## config.mk

```make
export PLATFORM = sky130hd
export DESIGN_NAME = mem
export DESIGN_NICKNAME = d
export VERILOG_FILES = /design/src/rtl/mem.sv
export SDC_FILE = /design/constraint.sdc
export NUM_CORES = 1
export LEC_CHECK = 0
export BUFFER_PORTS_ARGS = -buffer_cell sky130_fd_sc_hd__buf_2
export CELL_PAD_IN_SITES_DETAIL_PLACEMENT = 1
export CELL_PAD_IN_SITES_GLOBAL_PLACEMENT = 1
export CORE_ASPECT_RATIO = 2
export CORE_UTILIZATION = 40
export CTS_BUF_LIST = sky130_fd_sc_hd__clkbuf_4 sky130_fd_sc_hd__clkbuf_8 sky130_fd_sc_hd__clkbuf_16
export DETAILED_ROUTE_END_ITERATION = 8
export PLACE_DENSITY_LB_ADDON = 0.2
export SYNTH_ARGS = -nofsm -noshare
export SYNTH_HDL_FRONTEND = slang
export SYNTH_SLANG_ARGS = --single-unit
```

## constraint.sdc

```tcl
create_clock -name clk -period 5.9 [get_ports clk]
set_input_delay 1.18 -clock clk [delete_from_list [all_inputs] [get_ports clk]]
set_output_delay 1.18 -clock clk [all_outputs]
set_load 0.03 [all_outputs]
```

## src/rtl/mem.sv

```systemverilog
// mem: memory-access pipeline stage; registers execute results, runs one
// data-memory load/store per instruction over req/ack, and formats load data.
package mem_pkg;
    localparam int ADDR_W     = 32;
    localparam int INSTR_W    = 32;
    localparam int WORD_W     = 32;
    localparam int REG_IDX_W  = 5;
    localparam int DEST_SRC_W = 2;
    localparam int MEM_OP_W   = 4;
    localparam logic [DEST_SRC_W-1:0] DEST_SRC_NONE = '0;
    localparam logic [MEM_OP_W-1:0] OP_NONE = 4'h0, OP_LB = 4'h1, OP_LH = 4'h2, OP_LW = 4'h3,
                                    OP_LBU = 4'h4, OP_LHU = 4'h5, OP_SB = 4'h9, OP_SH = 4'hA,
                                    OP_SW = 4'hB;
endpackage

module mem
    import mem_pkg::*;
(
    input  logic                  clk,
    input  logic                  clr_n,
    input  logic                  stall,
    input  logic [ADDR_W-1:0]     i_pc,
    input  logic [INSTR_W-1:0]    i_instr,
    input  logic [WORD_W-1:0]     i_alu_eval,
    input  logic [WORD_W-1:0]     i_store_data,
    input  logic [MEM_OP_W-1:0]   i_mem_op,
    input  logic [DEST_SRC_W-1:0] i_dest_src,
    input  logic [REG_IDX_W-1:0]  i_dest_reg,
    output logic [ADDR_W-1:0]     o_pc,
    output logic [INSTR_W-1:0]    o_instr,
    output logic [DEST_SRC_W-1:0] o_dest_src,
    output logic [REG_IDX_W-1:0]  o_dest_reg,
    output logic [WORD_W-1:0]     o_result,
    output logic                  o_busy,
    output logic                  o_misaligned,
    output logic                  o_dmem_req,
    output logic                  o_dmem_we,
    output logic [ADDR_W-1:0]     o_dmem_addr,
    output logic [WORD_W-1:0]     o_dmem_wdata,
    output logic [3:0]            o_dmem_be,
    input  logic                  i_dmem_ack,
    input  logic [WORD_W-1:0]     i_dmem_rdata
);
    typedef enum logic [1:0] {IDLE, REQ, DONE} state_t;

    state_t                  state;
    logic [ADDR_W-1:0]       r_pc;
    logic [INSTR_W-1:0]      r_instr;
    logic [WORD_W-1:0]       r_alu_eval;
    logic [WORD_W-1:0]       r_store_data;
    logic [MEM_OP_W-1:0]     r_mem_op;
    logic [DEST_SRC_W-1:0]   r_dest_src;
    logic [REG_IDX_W-1:0]    r_dest_reg;
    logic [WORD_W-1:0]       r_rdata;

    function automatic logic is_load(input logic [MEM_OP_W-1:0] op);
        return op inside {OP_LB, OP_LH, OP_LW, OP_LBU, OP_LHU};
    endfunction

    function automatic logic is_store(input logic [MEM_OP_W-1:0] op);
        return op inside {OP_SB, OP_SH, OP_SW};
    endfunction

    function automatic logic is_half(input logic [MEM_OP_W-1:0] op);
        return op inside {OP_LH, OP_LHU, OP_SH};
    endfunction

    function automatic logic is_word(input logic [MEM_OP_W-1:0] op);
        return op inside {OP_LW, OP_SW};
    endfunction

    function automatic logic aligned(input logic [MEM_OP_W-1:0] op, input logic [1:0] a);
        return is_half(op) ? !a[0] : is_word(op) ? (a == 2'b00) : 1'b1;
    endfunction

    // The input register freezes during REQ so the bus signals stay stable.
    logic capture;
    assign capture = !stall && state != REQ;

    always_ff @(posedge clk or negedge clr_n) begin
        if (!clr_n) begin
            state        <= IDLE;
            r_pc         <= '0;
            r_instr      <= '0;
            r_alu_eval   <= '0;
            r_store_data <= '0;
            r_mem_op     <= OP_NONE;
            r_dest_src   <= DEST_SRC_NONE;
            r_dest_reg   <= '0;
            r_rdata      <= '0;
        end else if (capture) begin
            r_pc         <= i_pc;
            r_instr      <= i_instr;
            r_alu_eval   <= i_alu_eval;
            r_store_data <= i_store_data;
            r_mem_op     <= i_mem_op;
            r_dest_src   <= i_dest_src;
            r_dest_reg   <= i_dest_reg;
            state        <= ((is_load(i_mem_op) || is_store(i_mem_op)) &&
                             aligned(i_mem_op, i_alu_eval[1:0])) ? REQ : IDLE;
        end else if (state == REQ && i_dmem_ack) begin
            state <= DONE;
            if (is_load(r_mem_op))
                r_rdata <= i_dmem_rdata;
        end
    end

    logic [1:0]        a;
    logic [WORD_W-1:0] shifted;
    logic [7:0]        b;
    logic [15:0]       h;
    logic [WORD_W-1:0] ld_val;

    assign a       = r_alu_eval[1:0];
    assign shifted = r_rdata >> {a, 3'b000};
    assign b       = shifted[7:0];
    assign h       = a[1] ? r_rdata[31:16] : r_rdata[15:0];
    assign ld_val  = (r_mem_op == OP_LB)  ? {{24{b[7]}}, b} :
                     (r_mem_op == OP_LBU) ? {24'b0, b} :
                     (r_mem_op == OP_LH)  ? {{16{h[15]}}, h} :
                     (r_mem_op == OP_LHU) ? {16'b0, h} : r_rdata;

    assign o_pc         = r_pc;
    assign o_instr      = r_instr;
    assign o_dest_reg   = r_dest_reg;
    assign o_misaligned = (is_load(r_mem_op) || is_store(r_mem_op)) && !aligned(r_mem_op, a);
    assign o_dest_src   = o_misaligned ? DEST_SRC_NONE : r_dest_src;
    assign o_result     = (state == DONE && is_load(r_mem_op)) ? ld_val : r_alu_eval;
    assign o_busy       = state == REQ;
    assign o_dmem_req   = state == REQ;
    assign o_dmem_we    = is_store(r_mem_op);
    assign o_dmem_addr  = {r_alu_eval[ADDR_W-1:2], 2'b00};
    assign o_dmem_wdata = (r_mem_op == OP_SB) ? {4{r_store_data[7:0]}} :
                          (r_mem_op == OP_SH) ? {2{r_store_data[15:0]}} : r_store_data;
    assign o_dmem_be    = (r_mem_op inside {OP_LB, OP_LBU, OP_SB}) ? 4'b0001 << a :
                          is_half(r_mem_op) ? (a[1] ? 4'b1100 : 4'b0011) :
                          is_word(r_mem_op) ? 4'b1111 : 4'b0000;
endmodule

```

* After elaboration in Yosys (flattened, before gate mapping)
Cells that the tools add are included.
** Word-level totals
- Output and inout port bits :: 175
- Input port bits :: 175
- Logic and storage cells :: 75
- Bits in registers :: 173
** Cells by class
- Shift-type cells :: 2
- Equality and inequality tests :: 19
- Mux-type cells :: 20
- Reductions and logical operators :: 24
- Bitwise operators :: 1
** Operators with widths (number)
- $mux 32 :: 7
- $shr 32x5->8 :: 1
- $eq 4x4->1 const B :: 6
- $eq 4x2->1 const B :: 4
- $eq 4x3->1 const B :: 4
- $mux 16 :: 1
- $mux 4 :: 4
- $reduce_bool 3->1 :: 5
- $reduce_bool 5->1 :: 2
- $eq 4x1->1 const B :: 2
- $mux 2 :: 3
- $reduce_bool 2->1 :: 3
- $logic_and 1x1->1 :: 5
- $mux 1 :: 5
- $logic_not 1->1 :: 4
- $logic_not 2->1 :: 2
- $shl 1x2->4 const A :: 1
- $reduce_and 3->1 :: 1
- $eq 2x1->1 const B :: 1
- $eq 2x2->1 const B :: 1
- $logic_or 1x1->1 :: 2
- $ne 2x1->1 const B :: 1
- $not 1->1 :: 1

* Logic depth before layout (Yosys ltp)
Gate-level depths: netlist of the first run.
- Depth after elaboration :: 7
- Depth in mapped cells :: 7
- Mapped depth without buffers :: 4

* Least setup slack after synthesis of the first run
OpenSTA, ideal clock, no wires.
- Path type :: flip-flop to output port
- Start :: register r_mem_op[2]
- End :: output port o_result[5]
- Data required time :: 4720 ps
- Path buffers :: 3
- Data arrival time :: 2011 ps
- Path slack :: 2709 ps
- Stages on the path, launching flop included :: 8
- Cells stage by stage :: dfrtp_1 buf_4 or3b_1 a21o_1 buf_6 buf_6 mux2i_1 o221ai_1
** Between the ends
- Word-level cells in the longest chain between the ends :: 6
- Elaborated cells on any way between the ends :: 12
- Those cells by class :: eq/ne (5); mux (5); reduce/logical (2)
** Ends and longest elaborated chain
- start, declared :: line 51 : logic [MEM_OP_W-1:0] r_mem_op;
- start signal, assigned :: line 96 : r_mem_op <= i_mem_op;
- $eq 4x3->1 :: line 57, 121
- $mux 32 :: line 121 : (r_mem_op == OP_LHU) ? {16'b0, h} : r_rdata;
- $mux 32 :: line 120 : (r_mem_op == OP_LH) ? {{16{h[15]}}, h} :
- $mux 32 :: line 119 : (r_mem_op == OP_LBU) ? {24'b0, b} :
- $mux 32 :: line 118 : assign ld_val = (r_mem_op == OP_LB) ? {{24{b[7]}}, b} :
- $mux 32 * :: line 128 : assign o_result = (state == DONE && is_load(r_mem_op)) ? ld_val : r_alu_eval;
- end, declared :: line 33 : output logic [WORD_W-1:0] o_result,
Every way passes the cells marked *; elsewhere a longest branch is shown, timed or not.

* Worst setup path after layout of the first run
- Start :: register r_mem_op[2]
- End :: output port o_result[29]
The elaborated chain is that of the path after synthesis.

==> out/results.env, run 1 <==
STATUS='finished clean'
SYNTH_AREA_LEADER_CELL='sky130_fd_sc_hd__dfrtp_1'
ROUTABILITY_CONGESTION_ESTIMATE_FROM_GLOBAL_PLACEMENT=0.829
POWER.SHARE.COMBINATIONAL_PCT=54.0
DRT.ANTENNA.VIOLATING_NETS=0
TRITONCTS_NUM_SINKS=173
DRV.MAX_CAP_VIOLATION_COUNT=0
SETUP_VIOL=0
CELL_INTERNAL_POWER_DISSIPATION_uW=3940
RSZ0062_AT_GRT='false'
YS_DOMINANT_REG_CELL='sky130_fd_sc_hd__dfrtp_1'
CTS.HTREE.LEVELS=4
ROOT_BUFFER='sky130_fd_sc_hd__clkbuf_16'
MIN_DELAY_WORST_ENDPOINT='o_pc[23]'
FINALNETCOUNT=1140
SYNTH.YOSYS.SEQ_AREA_SHARE_PCT=51.6
DRTPASS1ITERATIONS=4
MET1_LENGTH_UM=9490
DRT-TOTAL-WL_UM=26700
POST_CTS_HOLD_BUFFER_COUNT=0
DIE_X_UM=104
CTS_TREE='done'
GRT_OVERFLOW_TOTAL=0
POWER-PER-CELL-AREA_mW_PER_MM2=718
FIN_CRIT_SH_PCT=79.3
LAYOUT-AREA-OVERHEAD-VS-SYNTH_PCT=26.5
CTS.REPAIR.RESIZED=0
YS_TYPES=50
SYNTHESIS.YOSYS.WARNINGS=0
INITIAL_ANTENNA_VIOLATION_COUNT=4
SWSHARE_PCT=48.3
CRITICAL_PATH_ARRIVAL_NS=3.50
YOSYSMOSTFREQUENTCELL='sky130_fd_sc_hd__dfrtp_1'
FP.COREAREA_MM2=0.0205
FLOORPLAN.DIE_AREA_MM2=0.0216
POSTCTSSETUPREPAIRBUFS=0
GRT_PASS1_WL_UM=40200
MET3_LENGTH_UM=1560
MAXIMUM_CLOCK_PATH_BUFFER_COUNT=2
DRT-VIAS-PER-INSTANCE=5.16
SYNTH_EDF_COUNT=0
CRITPATHLAUNCHTYPE='flop'
FLOORPLAN.DIE.HEIGHT_UM=207
TIME_THE_WORST_PATH_NEEDS_WITH_I_O_DELAYS_AND_SETUP_NS=4.68
MULTI_INPUT_COMB_AREA_MM2=0.00351
WORSTREGTOREGCELLS=4
NUMBER_OF_ROWS_CREATED_AT_FLOORPLAN=74
INITIAL_STANDARD_CELL_UTILIZATION_OF_THE_CORE_PCT=41.0
VIA_COUNT=6423
P_SW_uW=3680
CTS_INSERTED_BUFFERS=17
YS_FF_LATCH=173
GLOBAL_ROUTE.USAGE.TOTAL_PCT=24.9
INSERTION_DELAY_NS=0.43
ROUTED-WL-MET2_UM=15100
POSTSYNTHCELLCOUNT=678
FINAL_HOLD_VIOL_COUNT=0
ASYNCSETRESETFLOPFRACSYNTH_PCT=100
SYNTH_TOP_CELLS_BY_AREA='sky130_fd_sc_hd__dfrtp_1 52%, sky130_fd_sc_hd__mux2_2 23%, sky130_fd_sc_hd__buf_4 3.8%'
IO-PIN-COUNT=350
DRT_ITER0_DRC=157
GRT_START_MAX_NET_PINS=123
DETAILEDPLACE.WORSTSLACK_NS=1.71
DRT-WIRELENGTH-PER-CELL_UM=21.5
FINAL_CRITICAL_PATH_SETUP_SLACK_NS=1.22
TIMING.SETUP.CRITICAL_PATH_CLASS='reg -> out'
SYN_AREA_PER_CELL_UM2=12.4
CP_REQUIRED_NS=4.72
FILLCELLCOUNT=2298
CRIT_PATH_MAX_FANOUT=43
ENDPOINT_KIND='primary output'
FINAL_LAYOUT_SIZE_SUFFIX_GT1_SHARE_PCT=58.5
PORTBUFFERS=347
FIN_TNS_SETUP_NS=0
TIMING.RR.START='state[0]'
TIMING.HOLD.WORST_PATH_DEPTH=1
REGISTER_AREA_MM2=0.00433
WORST_REG2REG_ENDPOINT='o_pc[19]'
SYNTH.CELL_AREA_MM2=0.00839
P_LEAK_uW=0.00502
SYNTH_TOP_CELLS_BY_COUNT='173 x sky130_fd_sc_hd__dfrtp_1, 168 x sky130_fd_sc_hd__mux2_2, 49 x sky130_fd_sc_hd__nand2_1, 43 x sky130_fd_sc_hd__buf_4, 33 x sky130_fd_sc_hd__nor2_1'
FMAXACHIEVABLE_GHz=0.214
DP_HPWL_UM=20400
HP-CLASS='reg -> reg'
TIMING.HOLD.WORST.START='o_pc[23]'
POWER.CLOCK.FRACTION_PCT=14.9
R2R_SLACK_NS=3.47
DRC=0
RELATIVE_CONTRIBUTION_OF_SEQUENTIAL_CELLS_TO_TOTAL_POWER_PCT=31.0
VDD.IR_DROP.WORST_V=0.000367
CLK_PIN_SLEW_NS=0.07
TRANSITION_TIME_OF_THE_TIGHTEST_SLEW_CHECK_PIN_NS=0.957
HIGHEST-SIGNAL-LAYER='met5'
MAXSLEWHEADROOM_PCT=35.9
SLEW_VIOL_FINAL=0
GRT_PASS1_VIAS=6953
TOTALPOWERFINAL_uW=7620
SYNTH.TOP_CELL.AREA_SHARE_PCT=51.6
TIMING.CLOCK.SKEW_NS=0.0122
==> per-layer routing <==
layer  GRT usage, %  vias to the layer above
li1               -                     2956
met1           26.0                     3197
met2           47.6                      231
met3           6.66                       35
met4           8.52                        4
met5              0                        -
==> layout by cell type, fill, tap and decap left out, types with 7 or more instances in the layout <==
master / synthesis / layout
sky130_fd_sc_hd__nand2_1: 49 / 49
sky130_fd_sc_hd__nand3_1: 17 / 17
sky130_fd_sc_hd__dfrtp_1: 173 / 173
sky130_fd_sc_hd__o21ai_0: 19 / 19
sky130_fd_sc_hd__mux2_2: 168 / 168
sky130_fd_sc_hd__o22a_1: 16 / 16
sky130_fd_sc_hd__a31oi_1: 8 / 8
sky130_fd_sc_hd__mux2i_1: 16 / 16
sky130_fd_sc_hd__buf_2: 20 / 346
sky130_fd_sc_hd__inv_1: 11 / 11
sky130_fd_sc_hd__a21oi_1: 19 / 19
sky130_fd_sc_hd__o221ai_1: 7 / 7
sky130_fd_sc_hd__mux4_2: 8 / 8
sky130_fd_sc_hd__nor2_1: 33 / 32
sky130_fd_sc_hd__clkbuf_16: 0 / 17
==> per-stage QoR <==
stage	utilization, %	instances	hold WS (ns)	area (um^2)
4_1_cts	51.9	1244	0.507	10600
3_5_place_dp	49.0	1212	0.490	10000
6_report	51.9	1245	0.504	10600
5_1_grt	51.9	1245	0.517	10600
3_3_place_gp	49.0	1212	0.484	10000
2_1_floorplan	-	679	0.460	8400
==> critical path: stages, from the launching register on <==
cell                        delay (ns)
sky130_fd_sc_hd__dfrtp_1          0.84
sky130_fd_sc_hd__nor3_2           0.17
sky130_fd_sc_hd__a2111oi_4        0.36
sky130_fd_sc_hd__buf_4            0.48
sky130_fd_sc_hd__nand2_1          0.64
sky130_fd_sc_hd__o22a_1           0.37
sky130_fd_sc_hd__buf_2            0.18
==> cells by family (layout without fill, tap and decap cells) <==
| group | after synthesis | count (layout) | synth area share, % |
|---|---|---|---|
| and+or+nand+nor | 118 | 118 | 6.62 |
| muxes | 193 | 193 | 26.7 |
| other | 1 | 3 | 0.0447 |
| buffers and inverters | 98 | 397 | 6.78 |
| xor gates and xnor gates | 1 | 1 | 0.104 |
| AOI/OAI and AO/OA | 94 | 94 | 8.13 |
| DFF | 173 | 173 | 51.6 |
==> how the worst max path moves through the flow <==
| stage | depth (start not counted) | from | slack, ns | to |
|---|---|---|---|---|
| after global routing | 6 | r_mem_op[1] | 1.08 | o_result[18] |
| after detailed placement | 6 | r_mem_op[2] | 1.71 | o_result[30] |
| after floorplan | 7 | r_mem_op[2] | 2.71 | o_result[5] |
| final | 6 | r_mem_op[2] | 1.22 | o_result[29] |
| after CTS | 6 | r_mem_op[2] | 1.22 | o_result[23] |
| after global placement | 6 | r_mem_op[2] | 1.81 | o_result[26] |
==> cell type report <==
cell class                 instances  area share (%)
tap                              266            3.14
sequential                       173            40.8
clock buffer                      20            4.28
antenna                            1          0.0236
timing repair buffer             354            17.0
inverter                          11           0.389
clock inverter                    12            1.27
multi-input combinational        408            33.1
==> power groups by stage <==
| stage | Sequential, uW | Clock (uW) | Combinational (uW) |
|---|---|---|---|
| 3_3_place_gp | 2350 | 0 | 4090 |
| 4_1_cts | 2380 | 1160 | 4160 |
| 3_5_place_dp | 2380 | 0 | 4140 |
| 5_1_grt | 2460 | 1200 | 4360 |
| 6_report | 2370 | 1140 | 4120 |
| 2_1_floorplan | 2600 | 0 | 2800 |
Note: power is estimated with default switching activity, not from simulation.
==> run 2, diff against run 1 <==
--- a/config.mk
+++ b/config.mk
@@ -9,7 +9,7 @@
 export CELL_PAD_IN_SITES_DETAIL_PLACEMENT = 1
 export CELL_PAD_IN_SITES_GLOBAL_PLACEMENT = 1
 export CORE_ASPECT_RATIO = 2
-export CORE_UTILIZATION = 40
+export CORE_UTILIZATION = 37
 export CTS_BUF_LIST = sky130_fd_sc_hd__clkbuf_4 sky130_fd_sc_hd__clkbuf_8 sky130_fd_sc_hd__clkbuf_16
 export DETAILED_ROUTE_END_ITERATION = 8
 export PLACE_DENSITY_LB_ADDON = 0.2
==> constraint.sdc (replaced) <==
create_clock -name clk -period 4.34 [get_ports clk]
set_input_delay 0.868 -clock clk [delete_from_list [all_inputs] [get_ports clk]]
set_output_delay 0.868 -clock clk [all_outputs]
set_load 0.03 [all_outputs]
==> run 2 against run 1 <==
Global-route usage shrank 0.34 points. Largest cell class unchanged. Via count grew 2.9%. Combinational power grew 39%. Setup slack lost 0.91 ns. Wire length grew 3.4%. Hold slack lost 0.044 ns. Count of clock-buffer cells in the layout grew 4. Die area grew 8.0%. Flip-flop and latch count is the same. First-iteration DRC count grew 19%. Sequential power grew 33%. Critical path depth is the same.
==> out/results.env, run 2 (synthesized netlist as in run 1, its figures left out) <==
TIMING.CLOCK.SKEW_NS=0.00588  # -0.00630 ns
CRIT_SLOWEST_CELL='sky130_fd_sc_hd__dfrtp_1'
DIE_X_UM=108  # +3.9%
INITIAL_STANDARD_CELL_UTILIZATION_OF_THE_CORE_PCT=37.9  # -3.1 points
TRITONCTS_NUM_SINKS=173  # unchanged
CP_REQUIRED_NS=3.47  # -1.25 ns
GRT_PASS1_VIAS=7239  # +4.1%
GRT_PASS1_WL_UM=41500  # +3.2%
WORST_SLACK_ON_HOLD_PATHS_NS=0.460  # -0.0440 ns
CTS_INSERTED_BUFFERS=17  # unchanged
CRIT_PATH_MAX_INCR_DELAY_NS=0.84  # about the same
CTS_TREE='done'
FINAL_HOLD_VIOL_COUNT=0  # unchanged
IO-PIN-COUNT=350  # unchanged
CRIT_PATH_MAX_FANOUT=20  # -53%
CTS.HTREE.LEVELS=4  # unchanged
LAYOUT_COMMONEST_CELL='sky130_fd_sc_hd__buf_2'
PLACED_CELL_AREA_MM2=0.0101  # +0.62%
RSZ0062_AT_GRT='false'
DRT_ITER0_DRC=187  # +19%
WORSTREGTOREGCELLS=4  # unchanged
R2R_SLACK_NS=2.01  # -1.46 ns
TRANSITION_TIME_OF_THE_TIGHTEST_SLEW_CHECK_PIN_NS=0.903  # -0.0543 ns
TIMING.SETUP.CRITICAL_PATH_CLASS='reg -> out'
FIN_TNS_SETUP_NS=0  # unchanged
FINISH.INSTANCE_AREA_MM2=0.0107  # +0.61%
FMAXACHIEVABLE_GHz=0.248
CRITPATHLAUNCHTYPE='flop'
DRC=0  # unchanged
PORTBUFFERS=347  # unchanged
LAYOUT-AREA-OVERHEAD-VS-SYNTH_PCT=27.2
VDD.IR_DROP.WORST_V=0.000650  # +77%
DRT-WIRELENGTH-PER-CELL_UM=21.8  # +1.7%
STATUS='finished clean'
ENDPOINT_KIND='primary output'
TOTALPOWERFINAL_uW=10400  # +37%
VIA_COUNT=6608  # +2.9%
DRT.ANTENNA.VIOLATING_NETS=0  # unchanged
FLOORPLAN.DIE_AREA_MM2=0.0233  # +8.0%
WORST_REG2REG_ENDPOINT='r_rdata[20]'
NUMBER_OF_ROWS_CREATED_AT_FLOORPLAN=77  # +4.1%
DRT-VIAS-PER-INSTANCE=5.22  # +1.2%
ROOT_BUFFER='sky130_fd_sc_hd__clkbuf_16'
GLOBAL_ROUTE.USAGE.TOTAL_PCT=24.6  # -0.34 points
POST-ROUTE-UTIL_PCT=48.2  # -3.7 points
MAXIMUM_CLOCK_PATH_BUFFER_COUNT=2  # unchanged
FILLCELLCOUNT=2522  # +9.7%
FP.COREAREA_MM2=0.0222  # +8.3%
LAYOUT_COMMON_CELLS='346 x sky130_fd_sc_hd__buf_2, 173 x sky130_fd_sc_hd__dfrtp_1, 168 x sky130_fd_sc_hd__mux2_2'
TIME_THE_WORST_PATH_NEEDS_WITH_I_O_DELAYS_AND_SETUP_NS=4.03
MAXSLEWHEADROOM_PCT=39.8  # +3.9 points
DRTPASS1ITERATIONS=4  # unchanged
INSERTION_DELAY_NS=0.45  # +0.02 ns
GRT_START_MAX_NET_PINS=94  # -24%
INITIAL_ANTENNA_VIOLATION_COUNT=10  # +6
CLK_PIN_SLEW_NS=0.06  # about the same
DP_HPWL_UM=21100  # +3.4%
GRT_OVERFLOW_TOTAL=0  # unchanged
P_LEAK_uW=0.00504  # +0.39%
FINALNETCOUNT=1145  # +0.44%
TIMING.RR.START='r_mem_op[2]'
FIN_CRIT_SH_PCT=92.9
ROUTABILITY_CONGESTION_ESTIMATE_FROM_GLOBAL_PLACEMENT=0.791  # -4.5%
FLOORPLAN.DIE.HEIGHT_UM=215  # +3.9%
DRV.MAX_CAP_VIOLATION_COUNT=0  # unchanged
HP-CLASS='in -> async'
CRITICAL_PATH_ARRIVAL_NS=3.16  # -0.34 ns
SLEW_VIOL_FINAL=0  # unchanged
POSTCTSSETUPREPAIRBUFS=0  # unchanged
FINAL_LAYOUT_SIZE_SUFFIX_GT1_SHARE_PCT=58.7  # +0.23 points
SETUP_VIOL=0  # unchanged
DRT-TOTAL-WL_UM=27600  # +3.4%
POWER-PER-CELL-AREA_mW_PER_MM2=974  # +36%
PATH_CELLS='nor3_2 -> a2111oi_4 -> buf_4 -> nand2_1 -> o221ai_1 -> buf_2'
[run 2: cell types whose count changed in the layout (fill, tap and decap cells not counted), sizes merged, moves of 3 or more]
cell / before / now
buf: 354 / 359
clkinv: 6 / 3
clkbuf: 20 / 24
inv: 14 / 11
diode: 1 / 9
[run 2: worst max path at each step]
stage	start	to	slack, ns
after CTS	r_mem_op[2]	o_result[23]	0.06
final	r_mem_op[2]	o_result[4]	0.31
after floorplan	r_mem_op[2]	o_result[5]	1.46
after global placement	r_mem_op[2]	o_result[31]	0.59
after global routing	r_mem_op[2]	o_result[2]	0.13
after detailed placement	r_mem_op[2]	o_result[23]	0.57
[run 2: metal layers]
| layer | global-route usage (%) | up-vias | wire length, um | share of wire [%] |
|---|---|---|---|---|
| met5 | 0 | - | 13 | 0.047 |
| met4 | 13.6 | 2 | 1250 | 4.5 |
| met3 | 7.37 | 60 | 1700 | 6.2 |
| met2 | 44.8 | 257 | 15300 | 55 |
| met1 | 23.9 | 3324 | 9360 | 34 |
| li1 | - | 2965 | - | - |
[run 2: cell type report]
class / count / area (um^2) / share of cell area (%)
timing repair buffer: 359 / 1860 / 17.4
clock buffer: 24 / 509 / 4.77
clock inverter: 6 / 60.1 / 0.562
sequential: 173 / 4330 / 40.5
tap: 276 / 345 / 3.23
antenna: 9 / 22.5 / 0.211
multi-input combinational: 408 / 3510 / 32.9
inverter: 11 / 41.3 / 0.387
[run 2: where the power goes]
part	leakage [uW]	switching, uW	internal (uW)
clock network	0.000281	636	869
registers	0.00204	729	2430
logic	0.00272	3670	2070
[run 2: worst max-delay path: cells and delay by family, from the launching register on]
family          cells  cell delay [ns]
compound gates      2             0.94
flops               1             0.84
simple gates        2             0.38
buf+inv             2             0.55
[run 2: stage by stage]
| stage | setup WS, ns | instances |
|---|---|---|
| 2_1_floorplan | 1.46 | 679 |
| 3_3_place_gp | 0.593 | 1227 |
| 3_5_place_dp | 0.573 | 1227 |
| 4_1_cts | 0.0598 | 1257 |
| 5_1_grt | 0.133 | 1264 |
| 6_report | 0.308 | 1266 |
[run 2: repair_timing]
action                                  4_1_cts  5_1_grt
hold endpoints to repair                      0        0
hold buffers                                  0        0
endpoints found under the setup margin        0       16
gates resized for setup                       0        1
